==> src/rtl/syscall_resp.sv <==
// Syscall responder: queues {num, op1} requests and services them on an 8N1 console line.
// Optional SYSCALL_RESP_CRLF_EN: putchar of LF is expanded to CR, LF.
module syscall_resp #(
    parameter int DEPTH        = 4,
    parameter int CLKS_PER_BIT = 4
) (
    input  logic        i_clk,
    input  logic        i_rst,
    input  logic        i_valid,
    input  logic [31:0] i_num,
    input  logic [31:0] i_op1,
    output logic        o_ready,
    output logic        o_tx,
    output logic        o_busy,
    output logic        o_halted,
    output logic [31:0] o_exit_code,
    output logic [7:0]  o_bad_cnt
);

    localparam int AW = $clog2(DEPTH);
    localparam int BW = (CLKS_PER_BIT > 1) ? $clog2(CLKS_PER_BIT) : 1;
    localparam logic [BW-1:0] BAUD_MAX = BW'(CLKS_PER_BIT - 1);
    localparam logic [BW-1:0] BAUD_ONE = BW'(1);
    localparam logic [AW:0]   PTR_ONE  = (AW + 1)'(1);

    typedef enum logic [2:0] {IDLE, LOAD, START, DATA, STOP, HALT} state_t;

    state_t        state;
    logic [63:0]   mem [DEPTH];
    logic [AW:0]   wr_ptr, rd_ptr;
    logic          full, empty, push;
    logic [31:0]   num_r, op_r;
    logic [7:0]    ch;
    logic [2:0]    nib, nib_nx, bit_cnt;
    logic [BW-1:0] baud;
`ifdef SYSCALL_RESP_CRLF_EN
    logic          lf_pend;
`endif

    function automatic logic [7:0] hex_char(input logic [3:0] n);
        return (n < 4'd10) ? (8'h30 + {4'h0, n}) : (8'h57 + {4'h0, n});
    endfunction

    assign empty   = (wr_ptr == rd_ptr);
    assign full    = (wr_ptr[AW] != rd_ptr[AW]) && (wr_ptr[AW-1:0] == rd_ptr[AW-1:0]);
    assign o_ready = !full && !o_halted;
    assign push    = i_valid && o_ready;
    assign o_busy  = !empty || (state != IDLE);
    assign nib_nx  = nib - 3'd1;

    always_ff @(posedge i_clk) begin
        if (push) mem[wr_ptr[AW-1:0]] <= {i_num, i_op1};
    end

    always_ff @(posedge i_clk or posedge i_rst) begin
        if (i_rst) begin
            state       <= IDLE;
            wr_ptr      <= '0;
            rd_ptr      <= '0;
            num_r       <= '0;
            op_r        <= '0;
            ch          <= '0;
            nib         <= '0;
            bit_cnt     <= '0;
            baud        <= '0;
            o_tx        <= 1'b1;
            o_halted    <= 1'b0;
            o_exit_code <= '0;
            o_bad_cnt   <= '0;
`ifdef SYSCALL_RESP_CRLF_EN
            lf_pend     <= 1'b0;
`endif
        end else begin
            if (push) wr_ptr <= wr_ptr + PTR_ONE;
            case (state)
                IDLE: begin
                    if (!empty) begin
                        {num_r, op_r} <= mem[rd_ptr[AW-1:0]];
                        rd_ptr        <= rd_ptr + PTR_ONE;
                        state         <= LOAD;
                    end
                end
                LOAD: begin
                    baud    <= '0;
                    bit_cnt <= '0;
                    if (num_r == 32'd1) begin
`ifdef SYSCALL_RESP_CRLF_EN
                        if (op_r[7:0] == 8'h0A) begin
                            ch      <= 8'h0D;
                            lf_pend <= 1'b1;
                        end else begin
                            ch <= op_r[7:0];
                        end
`else
                        ch <= op_r[7:0];
`endif
                        o_tx  <= 1'b0;
                        state <= START;
                    end else if (num_r == 32'd2) begin
                        nib   <= 3'd7;
                        ch    <= hex_char(op_r[31:28]);
                        o_tx  <= 1'b0;
                        state <= START;
                    end else if (num_r == 32'd3) begin
                        o_exit_code <= op_r;
                        o_halted    <= 1'b1;
                        state       <= HALT;
                    end else begin
                        if (o_bad_cnt != 8'hFF) o_bad_cnt <= o_bad_cnt + 8'd1;
                        state <= IDLE;
                    end
                end
                START: begin
                    if (baud == BAUD_MAX) begin
                        baud  <= '0;
                        o_tx  <= ch[0];
                        state <= DATA;
                    end else begin
                        baud <= baud + BAUD_ONE;
                    end
                end
                DATA: begin
                    if (baud == BAUD_MAX) begin
                        baud <= '0;
                        if (bit_cnt == 3'd7) begin
                            o_tx  <= 1'b1;
                            state <= STOP;
                        end else begin
                            bit_cnt <= bit_cnt + 3'd1;
                            o_tx    <= ch[1];
                            ch      <= {1'b0, ch[7:1]};
                        end
                    end else begin
                        baud <= baud + BAUD_ONE;
                    end
                end
                STOP: begin
                    if (baud == BAUD_MAX) begin
                        baud    <= '0;
                        bit_cnt <= '0;
                        // Chained frames go straight back to START with no idle gap.
`ifdef SYSCALL_RESP_CRLF_EN
                        if (lf_pend) begin
                            lf_pend <= 1'b0;
                            ch      <= 8'h0A;
                            o_tx    <= 1'b0;
                            state   <= START;
                        end else if (num_r == 32'd2 && nib != 3'd0) begin
                            nib   <= nib_nx;
                            ch    <= hex_char(op_r[{nib_nx, 2'b00} +: 4]);
                            o_tx  <= 1'b0;
                            state <= START;
                        end else begin
                            state <= IDLE;
                        end
`else
                        if (num_r == 32'd2 && nib != 3'd0) begin
                            nib   <= nib_nx;
                            ch    <= hex_char(op_r[{nib_nx, 2'b00} +: 4]);
                            o_tx  <= 1'b0;
                            state <= START;
                        end else begin
                            state <= IDLE;
                        end
`endif
                    end else begin
                        baud <= baud + BAUD_ONE;
                    end
                end
                HALT: begin
                    o_tx   <= 1'b1;
                    rd_ptr <= wr_ptr;
                end
                default: state <= IDLE;
            endcase
        end
    end

endmodule

==> config.mk <==
export PLATFORM = sky130hd
export DESIGN_NAME = syscall_resp
export DESIGN_NICKNAME = d
export VERILOG_FILES = /design/src/rtl/syscall_resp.sv
export SDC_FILE = /design/constraint.sdc
export NUM_CORES = 1
export LEC_CHECK = 0
export BUFFER_PORTS_ARGS = -buffer_cell sky130_fd_sc_hd__buf_2
export CAP_MARGIN = 20
export CORE_MARGIN = 1.5
export CORE_UTILIZATION = 46
export DETAILED_ROUTE_END_ITERATION = 8
export MAX_ROUTING_LAYER = met4
export PLACE_DENSITY = 0.69
export SLEW_MARGIN = 20
export SYNTH_ARGS = -nofsm -noshare
export SYNTH_HDL_FRONTEND = slang
export SYNTH_SLANG_ARGS = --single-unit
export TNS_END_PERCENT = 100
==> constraint.sdc <==
create_clock -name i_clk -period 12.7 [get_ports i_clk]
set_clock_uncertainty 0.1 [all_clocks]
set_input_delay 1.27 -clock i_clk [delete_from_list [all_inputs] [get_ports i_clk]]
set_output_delay 1.27 -clock i_clk [all_outputs]
set_load 0.02 [all_outputs]
==> impl_metrics.tcl <==
set metrics [dict create \
    status "finished clean" \
    setup-tns-final_ps 0 \
    die_w_um 187 \
    placed_area_sq_um 16500 \
    cts_tree "yes" \
    p_per_area_nw_per_um2 243 \
    ios 111 \
    antenna_found_initial 3 \
    root_buffer "clkbuf_16" \
    cts_setup_buffers 0 \
    wl_per_cell_um 21.0 \
    dp_cells 1353 \
    gp_congestion 0.807 \
    synth-seq-cells 387 \
    htree_levels 2 \
    slew_violations 0 \
    max_freq_ghz 0.273 \
    die-height_um 187 \
    synth_edf_count 256 \
    final_util_pct 53.5 \
    multi_input_area_sq_um 4310 \
    hold_buffers 0 \
    crit_type "flip-flop to output port" \
    slowest_stage "dfrtp_4" \
    ant_nets 0 \
    clock-sinks 387 \
    holdCritPathClass "flip-flop to flip-flop" \
    initial_core_util_pct 46.6 \
    grt_pass1_vias 7999 \
    setup_viol 0 \
    synth.yosys.seq_area_share_pct 70.6 \
    drive_gt1_share_pct 36.5 \
    synth_ff_type "edfxtp_1" \
    cts_inserted_buffers 40 \
    fin_cells 1430 \
    wl_um 30000 \
    seqCellArea_sq_um 11000 \
    vias 7719 \
    final_common_cell "edfxtp_1" \
    worst_setup_path_end_kind "output port" \
    async_flop_share_pct 33.9 \
    cp.required_ps 11330 \
    syn_inst 821 \
    insertion_delay_ps 540 \
    netlist_area_sq_um 15500 \
    period_needed_ps 3670 \
    synthesis.nets 901 \
    arrival_ps 2300 \
    fillers 2685 \
    ctsResizeCount 0 \
    dr.pass1.iters 5 \
    final_cell_mix "edfxtp_1, dfrtp_1, buf_2" \
    maxCapViolations 0 \
    synth.distinct_cells 61 \
    start_kind "flip-flop" \
    overflow 0 \
    hold_viol 0 \
    clk_pin_slew_ps 50 \
    syn-mean-instance-area_sq_um 18.9 \
    drc 0 \
    clock_tree.buffer_depth 3 \
    area_delta_synth_final_pct 14.8 \
    grt_start_max_net_pins 77 \
    rsz0062_at_grt "no" \
    grt_pass1_wl_um 46900 \
    max-vdd-ir-drop_mv 0.154 \
    numPortBuffers 110 \
    power.leakage_nw 6.74 \
    synth-warning-count 0 \
    path_max_fanout 28 \
    final_cell_area_sq_um 17800 \
    vias_per_cell 5.40 \
    path_cells "xnor2_1 -> nand3b_1 -> or4_1 -> buf_2" \
    grt_use_total_pct 18.1 \
    slew_headroom_pct 31.0 \
    dieArea_sq_um 34900 \
    rows 67 \
    design.core.area_sq_um 33400 \
    nets 1027 \
    place_hpwl_um 18500 \
    dp_slack_ps 9410 \
    first_iter_violations 466 \
    period_share_pct 28.9 \
    worst_pin_slew_ps 1030 \
    slowest_delay_ps 800 \
    setup_ws_ps 9030 \
]
[logic make-up after synthesis]
family	after synthesis	share of synthesized area, %
buffers and inverters	50	1.71
AO/OA/AOI/OAI	69	2.80
XOR/XNOR	16	0.902
flip-flops	387	70.6
AND/OR/NAND/NOR	98	4.04
adder cells (fa/ha/maj)	13	1.05
multiplexers	188	18.9
[stage by stage]
stage	hold WS, ps	total power [mW]
after global routing	398	4.56
after floorplan	354	2.88
after detailed placement	374	3.22
after global placement	367	3.18
final	377	4.33
after CTS	387	4.39
[state kept, by name, indices dropped and copies added, names as in the netlist]
register and flops:
o_halted 1, num_r 32, mem 256, o_bad_cnt 8
o_tx 1, nib 3, state 3, baud 2
op_r 32, bit_cnt 3, o_exit_code 32, rd_ptr 3
ch 8, wr_ptr 3
[where the power goes]
part	leakage (nW)	switching, mW	internal (mW)
clock	0.626	0.480	0.681
sequential	3.97	0.241	1.71
combinational	2.14	0.605	0.611
[synthesized netlist by cell type, types with 15 or more instances]
cell      count  area, sq um
dfrtp_1     130         3250
nand2_1      22         82.6
mux2_4       17          255
mux2i_1      18          180
mux4_2       69         1550
o21ai_0      20          100
inv_1        15         56.3
mux2_2       71          800
a21oi_1      20          100
nor2_1       20         75.1
edfxtp_1    256         7690
[metal layers]
metal	track usage, %	part of all wire (%)	wire length [um]
met5	-	0	0
met4	4.56	2.0	612
met3	3.46	5.4	1610
met2	28.6	48	14300
met1	24.5	45	13500
[area by class of cell]
| class | count | share of cell area, % |
|---|---|---|
| diodes | 3 | 0.0421 |
| well taps | 448 | 3.14 |
| inverters | 16 | 0.372 |
| clock buffers | 52 | 5.98 |
| clock inverters | 22 | 1.38 |
| repair buffers | 118 | 3.42 |
| multi-input cells | 384 | 24.1 |
| flip-flops and latches | 387 | 61.5 |
[final timing paths]
path	end	cells past startpoint	startpoint	slack (ps)
setup / recovery	o_busy	4	rd_ptr[0]	9030
hold / removal	o_exit_code[29]	2	o_exit_code[29]	380
setup reg to reg	ch[2]	9	nib[0]	9440
hold reg to reg	o_exit_code[29]	2	o_exit_code[29]	380
max in group asynchronous	baud[1]	3	i_rst	10400
min in group asynchronous	o_bad_cnt[4]	2	i_rst	700
[worst max-delay path: cells and delay by family, from the launching register on]
family                 cells  cell delay [ps]
AND/OR/NAND/NOR            2              570
XOR/XNOR                   1              200
buffers and inverters      1              190
flip-flops                 1              800
(Power assumes the default switching activity.)
